File: src/rtl/alu_ops_pkg.sv
// Package shared by the serial-shift ALU execution unit.
// Holds the ALU operation encoding, the execution FSM state encoding and
// small decode helpers used by the top and by the serial shifter.
package alu_ops_pkg;

  typedef enum logic [3:0] {
    OP_AND = 4'b0000,
    OP_OR  = 4'b0001,
    OP_ADD = 4'b0010,
    OP_XOR = 4'b0101,
    OP_SUB = 4'b0110,
    OP_SLL = 4'b0111,
    OP_EQ  = 4'b1000,
    OP_NE  = 4'b1001,
    OP_GE  = 4'b1010,
    OP_LT  = 4'b1100,
    OP_SRA = 4'b1101,
    OP_SRL = 4'b1111
  } alu_op_t;

  typedef enum logic [1:0] {
    ST_IDLE  = 2'b00,
    ST_SHIFT = 2'b01,
    ST_DONE  = 2'b10
  } state_t;

  // Operations handled by the serial shifter rather than the 1-cycle datapath.
  function automatic logic is_shift(alu_op_t op);
    case (op)
      OP_SLL, OP_SRA, OP_SRL: is_shift = 1'b1;
      default:                is_shift = 1'b0;
    endcase
  endfunction

  // Operations whose result is a single condition bit.
  function automatic logic is_compare(alu_op_t op);
    case (op)
      OP_EQ, OP_NE, OP_GE, OP_LT: is_compare = 1'b1;
      default:                    is_compare = 1'b0;
    endcase
  endfunction

endpackage

File: src/rtl/alu_serial_exec_if.sv
// Handshake bundle between decode, the execution unit and writeback.
// Request side : in_valid/in_ready, operation, src_a, src_b.
// Response side: out_valid/out_ready, alu_result, branch_taken, illegal_op.
// master = producer/consumer around the unit, slave = the execution unit.
interface alu_serial_exec_if #(parameter int DATA_WIDTH = 32);

  logic                  in_valid;
  logic                  in_ready;
  logic [3:0]            operation;
  logic [DATA_WIDTH-1:0] src_a;
  logic [DATA_WIDTH-1:0] src_b;
  logic                  out_valid;
  logic                  out_ready;
  logic [DATA_WIDTH-1:0] alu_result;
  logic                  branch_taken;
  logic                  illegal_op;

  modport master (
    output in_valid, operation, src_a, src_b, out_ready,
    input  in_ready, out_valid, alu_result, branch_taken, illegal_op
  );

  modport slave (
    input  in_valid, operation, src_a, src_b, out_ready,
    output in_ready, out_valid, alu_result, branch_taken, illegal_op
  );

endinterface

File: src/rtl/alu_shift_unit.sv
// Serial shifter: one bit position per step.
// Ports: clk, reset (sync active-low), load (capture data/amount/op),
// step (shift once, count down), load_op (selects SLL/SRL/SRA),
// load_data, load_amount, shifted (acc after one more step), last (cnt==1).
module alu_shift_unit
  import alu_ops_pkg::*;
#(
  parameter  int DATA_WIDTH  = 32,
  localparam int SHAMT_WIDTH = $clog2(DATA_WIDTH)
) (
  input  logic                   clk,
  input  logic                   reset,
  input  logic                   load,
  input  logic                   step,
  input  alu_op_t                load_op,
  input  logic [DATA_WIDTH-1:0]  load_data,
  input  logic [SHAMT_WIDTH-1:0] load_amount,
  output logic [DATA_WIDTH-1:0]  shifted,
  output logic                   last
);

  logic [DATA_WIDTH-1:0]  acc_r;
  logic [SHAMT_WIDTH-1:0] cnt_r;
  logic                   left_r;
  logic                   arith_r;

  // Accumulator, down-counter and direction flags; direction is latched at
  // load so later changes on the operation input cannot affect the shift.
  always_ff @(posedge clk) begin
    if (!reset) begin
      acc_r   <= {DATA_WIDTH{1'b0}};
      cnt_r   <= {SHAMT_WIDTH{1'b0}};
      left_r  <= 1'b0;
      arith_r <= 1'b0;
    end else if (load) begin
      acc_r   <= load_data;
      cnt_r   <= load_amount;
      left_r  <= (load_op == OP_SLL);
      arith_r <= (load_op == OP_SRA);
    end else if (step) begin
      acc_r   <= shifted;
      cnt_r   <= cnt_r - SHAMT_WIDTH'(1);
    end
  end

  // One-bit shift of the accumulator; the SRA fill bit stays equal to the
  // original sign because each arithmetic step replicates the current MSB.
  always_comb begin
    shifted = {DATA_WIDTH{1'b0}};
    if (left_r) begin
      shifted = {acc_r[DATA_WIDTH-2:0], 1'b0};
    end else begin
      shifted = {arith_r & acc_r[DATA_WIDTH-1], acc_r[DATA_WIDTH-1:1]};
    end
  end

  assign last = (cnt_r == SHAMT_WIDTH'(1));

endmodule

File: src/rtl/alu_serial_exec.sv
// ALU execution unit: single-cycle logic/add/sub/compare, serial shifts.
// Ports: clk, reset (sync active-low), bus (alu_serial_exec_if.slave) carrying
// the operand handshake in and the result handshake out.
module alu_serial_exec
  import alu_ops_pkg::*;
#(
  parameter int DATA_WIDTH = 32
) (
  input logic               clk,
  input logic               reset,
  alu_serial_exec_if.slave  bus
);

  localparam int SHAMT_WIDTH = $clog2(DATA_WIDTH);

  state_t                  state_r;
  state_t                  state_n;
  alu_op_t                 op_s;
  logic                    accept_s;
  logic                    load_s;
  logic                    step_s;
  logic                    shift_last_s;
  logic [SHAMT_WIDTH-1:0]  shamt_s;
  logic [DATA_WIDTH-1:0]   shifted_s;
  logic [DATA_WIDTH-1:0]   arith_s;
  logic [DATA_WIDTH-1:0]   op_result_s;
  logic                    cond_s;
  logic                    illegal_s;
  logic [DATA_WIDTH-1:0]   result_r;
  logic                    branch_r;
  logic                    illegal_r;

  assign op_s    = alu_op_t'(bus.operation);
  assign shamt_s = bus.src_b[SHAMT_WIDTH-1:0];

  alu_shift_unit #(.DATA_WIDTH(DATA_WIDTH)) u_shift (
    .clk         (clk),
    .reset       (reset),
    .load        (load_s),
    .step        (step_s),
    .load_op     (op_s),
    .load_data   (bus.src_a),
    .load_amount (shamt_s),
    .shifted     (shifted_s),
    .last        (shift_last_s)
  );

  // Single-cycle datapath; shift ops pass src_a so a zero shift is done here.
  always_comb begin
    arith_s   = {DATA_WIDTH{1'b0}};
    cond_s    = 1'b0;
    illegal_s = 1'b0;
    case (op_s)
      OP_AND:                 arith_s = bus.src_a & bus.src_b;
      OP_OR:                  arith_s = bus.src_a | bus.src_b;
      OP_XOR:                 arith_s = bus.src_a ^ bus.src_b;
      OP_ADD:                 arith_s = bus.src_a + bus.src_b;
      OP_SUB:                 arith_s = bus.src_a - bus.src_b;
      OP_EQ:                  cond_s  = (bus.src_a == bus.src_b);
      OP_NE:                  cond_s  = (bus.src_a != bus.src_b);
      OP_GE:                  cond_s  = ($signed(bus.src_a) >= $signed(bus.src_b));
      OP_LT:                  cond_s  = ($signed(bus.src_a) <  $signed(bus.src_b));
      OP_SLL, OP_SRL, OP_SRA: arith_s = bus.src_a;
      default:                illegal_s = 1'b1;
    endcase
  end

  assign op_result_s = is_compare(op_s) ? {{(DATA_WIDTH-1){1'b0}}, cond_s} : arith_s;

  // FSM state register.
  always_ff @(posedge clk) begin
    if (!reset) begin
      state_r <= ST_IDLE;
    end else begin
      state_r <= state_n;
    end
  end

  // FSM next-state and shifter control.
  always_comb begin
    state_n  = state_r;
    accept_s = 1'b0;
    load_s   = 1'b0;
    step_s   = 1'b0;
    case (state_r)
      ST_IDLE: begin
        if (bus.in_valid) begin
          accept_s = 1'b1;
          if (is_shift(op_s)) begin
            load_s = 1'b1;
            if (shamt_s == {SHAMT_WIDTH{1'b0}}) begin
              state_n = ST_DONE;
            end else begin
              state_n = ST_SHIFT;
            end
          end else begin
            state_n = ST_DONE;
          end
        end else begin
          state_n = ST_IDLE;
        end
      end
      ST_SHIFT: begin
        step_s = 1'b1;
        if (shift_last_s) begin
          state_n = ST_DONE;
        end else begin
          state_n = ST_SHIFT;
        end
      end
      ST_DONE: begin
        if (bus.out_ready) begin
          state_n = ST_IDLE;
        end else begin
          state_n = ST_DONE;
        end
      end
      default: state_n = ST_IDLE;
    endcase
  end

  // Result registers: captured at accept, overwritten by the final shift
  // step, otherwise held so the DONE outputs stay stable.
  always_ff @(posedge clk) begin
    if (!reset) begin
      result_r  <= {DATA_WIDTH{1'b0}};
      branch_r  <= 1'b0;
      illegal_r <= 1'b0;
    end else if (accept_s) begin
      result_r  <= op_result_s;
      branch_r  <= cond_s;
      illegal_r <= illegal_s;
    end else if (step_s && shift_last_s) begin
      result_r  <= shifted_s;
    end
  end

  assign bus.in_ready     = (state_r == ST_IDLE);
  assign bus.out_valid    = (state_r == ST_DONE);
  assign bus.alu_result   = result_r;
  assign bus.branch_taken = branch_r;
  assign bus.illegal_op   = illegal_r;

endmodule

File: src/flat_wrapper.sv
// flat-port wrapper written by rule: the top's interface ports become plain ports
module alu_serial_exec_flat import alu_ops_pkg::*;
#(
  parameter int DATA_WIDTH = 32
)
  (clk, reset, bus_in_valid, bus_operation, bus_src_a, bus_src_b, bus_out_ready, bus_in_ready, bus_out_valid, bus_alu_result, bus_branch_taken, bus_illegal_op);
  alu_serial_exec_if #(.DATA_WIDTH(DATA_WIDTH)) bus_i ();
  input logic clk;
  input logic reset;
  input wire logic [$bits(bus_i.in_valid)-1:0] bus_in_valid;
  input wire logic [$bits(bus_i.operation)-1:0] bus_operation;
  input wire logic [$bits(bus_i.src_a)-1:0] bus_src_a;
  input wire logic [$bits(bus_i.src_b)-1:0] bus_src_b;
  input wire logic [$bits(bus_i.out_ready)-1:0] bus_out_ready;
  output wire logic [$bits(bus_i.in_ready)-1:0] bus_in_ready;
  output wire logic [$bits(bus_i.out_valid)-1:0] bus_out_valid;
  output wire logic [$bits(bus_i.alu_result)-1:0] bus_alu_result;
  output wire logic [$bits(bus_i.branch_taken)-1:0] bus_branch_taken;
  output wire logic [$bits(bus_i.illegal_op)-1:0] bus_illegal_op;
  assign bus_i.in_valid = bus_in_valid;
  assign bus_i.operation = bus_operation;
  assign bus_i.src_a = bus_src_a;
  assign bus_i.src_b = bus_src_b;
  assign bus_i.out_ready = bus_out_ready;
  assign bus_in_ready = bus_i.in_ready;
  assign bus_out_valid = bus_i.out_valid;
  assign bus_alu_result = bus_i.alu_result;
  assign bus_branch_taken = bus_i.branch_taken;
  assign bus_illegal_op = bus_i.illegal_op;
  alu_serial_exec #(.DATA_WIDTH(DATA_WIDTH)) u_core (.clk(clk), .reset(reset), .bus(bus_i));
endmodule
File: config.mk
export PLATFORM = sky130hd
export DESIGN_NAME = alu_serial_exec_flat
export DESIGN_NICKNAME = d
export VERILOG_FILES = /design/src/rtl/alu_ops_pkg.sv /design/src/rtl/alu_serial_exec_if.sv /design/src/rtl/alu_shift_unit.sv /design/src/rtl/alu_serial_exec.sv /design/src/flat_wrapper.sv
export SDC_FILE = /design/constraint.sdc
export NUM_CORES = 1
export LEC_CHECK = 0
export ABC_CLOCK_PERIOD_IN_PS = 2700
export CAP_MARGIN = 20
export CORE_MARGIN = 1.5
export CORE_UTILIZATION = 55
export DETAILED_ROUTE_END_ITERATION = 8
export DONT_BUFFER_PORTS = 1
export PLACE_DENSITY_LB_ADDON = 0.12
export SETUP_SLACK_MARGIN = 0.05
export SLEW_MARGIN = 20
export SYNTH_ARGS = -nofsm -noshare
export SYNTH_HDL_FRONTEND = slang
export SYNTH_SLANG_ARGS = --single-unit
File: constraint.sdc
create_clock -name clk -period 2.7 [get_ports clk]
set_clock_uncertainty 0.15 [all_clocks]
set_input_delay 0.405 -clock clk [delete_from_list [all_inputs] [get_ports clk]]
set_output_delay 0.405 -clock clk [all_outputs]
set_load 0.005 [all_outputs]
==> results_dict.tcl <==
set metrics [dict create \
    status "completed" \
    leakagePower_uw 0.00475 \
    crit_chain "inv_1 -> ha_1 -> nor2b_2 -> o31a_1 -> a211oi_4 -> o221ai_2 -> a41oi_4 -> o21ai_2 -> a21oi_2 -> mux2i_1 -> a31oi_1" \
    num_antenna_cells 0 \
    fin_crit_sh 0.958 \
    design_area_mm2 0.0114 \
    cts_hold_buf 0 \
    min_from "reset" \
    synth_top_family_by_area "compound AO/OA/AOI/OAI gates" \
    fin_crit_ns 2.59 \
    port_buffers 0 \
    grt_use_met2 0.644 \
    grt.busiest_layer "met2" \
    die_height_um 133 \
    r2r_start "u_core.u_shift.cnt_r[0]$_SDFFE_PN0P_" \
    synthTopCellsByArea "dfxtp_1, ha_1, a21oi_1" \
    start_util 0.562 \
    grt_antenna_before_repair 0 \
    grt_pass1_wl_um 55400 \
    synth_common_cells "nor2_1, a21oi_1, nand2_1" \
    drive_above_1_share 0.217 \
    power.internal_uw 2660 \
    worst_setup_path_end_kind "register" \
    synth.avg_cell_area_um2 7.19 \
    syn_inst 1290 \
    synth_warnings 0 \
    utilization 0.690 \
    vias_per_cell 6.53 \
    grt_pass1_vias 10200 \
    synth_xor_area_frac 0.0123 \
    synth_fa_ha_area_frac 0.149 \
    setup_violations 0 \
    rows 47 \
    peakVddDrop_uv 335 \
    dieArea_mm2 0.0177 \
    globalRoute.totalOverflow 0 \
    crit_family "compound AO/OA/AOI/OAI gates" \
    clk_latency_ns 0.36 \
    min_path_cells 2 \
    routed_wl_um 35600 \
    cap_violations 0 \
    nets 1597 \
    ys_ff_latch 75 \
    ys.flop_type "dfxtp_1" \
    wl_per_cell_um 21.7 \
    hold_end "u_core.u_shift.arith_r$_SDFFE_PN0P_" \
    drt-initial-drc-count 1062 \
    async_flop_share 0 \
    synth_edf_count 0 \
    placed_cell_area_mm2 0.0110 \
    power.density_mw_per_mm2 378 \
    synth-compound-area-share 0.354 \
    synth_simple_gate_area_frac 0.199 \
    cts.sinks 75 \
    multi_input_area_mm2 0.00737 \
    cts_tree "built" \
    drv_slew 0 \
    cts.path.max_buffers 2 \
    p_total_uw 4310 \
    drc_errors 0 \
    yosysSeqAreaShare 0.162 \
    r2r_cells 7 \
    ant_nets 0 \
    layout_setup_ws_ns 0.113 \
    netlist.area_leader.share 0.162 \
    ff2ff_setup_slack_ns 0.19 \
    vias 10700 \
    dp_hpwl_um 26700 \
    path_max_fanout 5 \
    p_comb_frac 0.431 \
    h-tree-depth 3 \
    critPathBufInv 1 \
    core_mm2 0.0165 \
    crit_slowest_cell "o31a_1" \
    slowest_delay_ns 0.31 \
    clk_pin_slew_ns 0.07 \
    p_sw_frac 0.382 \
    max_freq_ghz 0.387 \
    pwr-share-seq 0.291 \
    area_growth_pct 22.8 \
    fillers 1452 \
    worstSetupStartpointType "primary input" \
    rsz0062_at_grt "true" \
    regArea_mm2 0.00150 \
    synth_top_cell_by_area "dfxtp_1" \
    dp_worst_setup_slack_ns -0.349 \
    grt_max_degree 76 \
    hold_class "in -> reg" \
    hold_viol_final 0 \
    syn_area_mm2 0.00928 \
    use_met1 0.514 \
    reg2reg_to "u_core.bus.alu_result[21]$_SDFFE_PN0P_" \
    pwr-share-clk 0.278 \
    yosys.cell_types.count 83 \
    cts_inserted_buffers 9 \
    synthMuxAreaShare 0.0450 \
    gp_congestion 1.02 \
    cp_num_cells 11 \
    track_usage 0.396 \
    cts_root_buf "clkbuf_16" \
    arrival_ns 2.67 \
    worstPathRequired_ns 2.79 \
    worst_pin_slew_ns 0.735 \
    first_pass_iters 6 \
    synth_nets 1471 \
    die_w_um 133 \
    io-pin-count 108 \
    netSwitchingPower_uw 1650 \
    yosysMostFrequentCell "nor2_1" \
    grt_use_met3 0.0678 \
    slew_headroom 0.508 \
    crit_type "in -> reg" \
]
-- logic make-up (layout without fill, tap and decap cells) --
logic type	count (synthesis)	count (layout)
multiplexers	41	41
buffers and inverters	188	319
flip-flops	75	75
AND/OR/NAND/NOR	388	388
AO/OA/AOI/OAI	476	476
XOR/XNOR	13	13
adder cells (fa/ha/maj)	109	109
-- power groups by stage --
| stage | clock network, uW | logic, uW | registers (uW) |
|---|---|---|---|
| finish | 1200 | 1860 | 1260 |
| global route | 1240 | 1990 | 1260 |
| CTS | 1200 | 1770 | 1250 |
| detailed placement | 0 | 1750 | 1280 |
| global placement | 0 | 1730 | 1280 |
| floorplan | 0 | 1110 | 1250 |
-- repair_timing --
action / 4_1_cts / 5_1_grt
pin swaps: 1 / 11
setup endpoints to repair: 3 / 16
gates cloned: 0 / 0
buffers inserted: 0 / 2
gates resized for setup: 6 / 22
-- worst reg2reg max path, delay by kind of cell (launching register included) --
family                   cells  cell delay [ns]
buffers and inverters        1             0.24
adder cells (fa/ha/maj)      1             0.20
AND/OR/NAND/NOR              2             0.53
AO/OA/AOI/OAI                3             0.88
flip-flops                   1             0.40
-- per-stage QoR --
| step | std cells | hold WS [ns] | setup TNS, ns |
|---|---|---|---|
| 2_1_floorplan | 1290 | 0.287 | -0.0810 |
| 6_report | 1641 | 0.0245 | 0 |
| 5_1_grt | 1641 | 0.0249 | 0 |
| 3_5_place_dp | 1623 | 0.310 | -4.70 |
| 3_3_place_gp | 1623 | 0.310 | -3.99 |
| 4_1_cts | 1639 | 0.0106 | 0 |
-- layer usage --
layer | wire [um] | vias up
li1 | - | 4954
met1 | 14600 | 5060
met2 | 16100 | 584
met3 | 3410 | 112
met4 | 1450 | 0
met5 | 0 | -
-- worst max-delay path by stage --
| stage | start | slack (ns) | endpoint |
|---|---|---|---|
| floorplan | bus_src_a[0] | -0.08 | u_core.bus.alu_result[18]$_SDFFE_PN0P_ |
| global placement | bus_src_b[0] | -0.30 | u_core.bus.alu_result[28]$_SDFFE_PN0P_ |
| detailed placement | bus_src_b[0] | -0.35 | u_core.bus.alu_result[28]$_SDFFE_PN0P_ |
| CTS | bus_src_b[0] | 0.04 | u_core.bus.alu_result[28]$_SDFFE_PN0P_ |
| global route | bus_src_b[0] | 0.01 | u_core.bus.alu_result[28]$_SDFFE_PN0P_ |
| finish | bus_src_b[2] | 0.11 | u_core.bus.branch_taken$_SDFFE_PN0P_ |
-- cell type report --
| cell class | instances | area share |
|---|---|---|
| multi-input cells | 1027 | 0.646 |
| repair buffers | 207 | 0.139 |
| flip-flops and latches | 75 | 0.132 |
| inverters | 96 | 0.0345 |
| well taps | 220 | 0.0242 |
| clock buffers | 11 | 0.0213 |
| clock inverters | 5 | 0.00318 |
-- layout by cell type (no fill, tap or decap), drive strengths merged, types with 28 or more instances in the layout --
| cell type | instances |
|---|---|
| buf | 207 |
| nor2 | 128 |
| a21oi | 127 |
| nand2 | 113 |
| ha | 107 |
| inv | 95 |
| o21ai | 81 |
| dfxtp | 75 |
| o211ai | 37 |
| mux2i | 35 |
| a221oi | 33 |
| nor2b | 28 |
-- sequential cells by signal (all words and copies together) (netlist names) --
register	count
u_core.bus.alu_result	32
u_core.u_shift.acc_r	32
u_core.u_shift.cnt_r	5
u_core.state_r	2
u_core.bus.branch_taken	1
u_core.bus.illegal_op	1
u_core.u_shift.arith_r	1
u_core.u_shift.left_r	1
No activity file was read; power rests on OpenSTA's default activity.
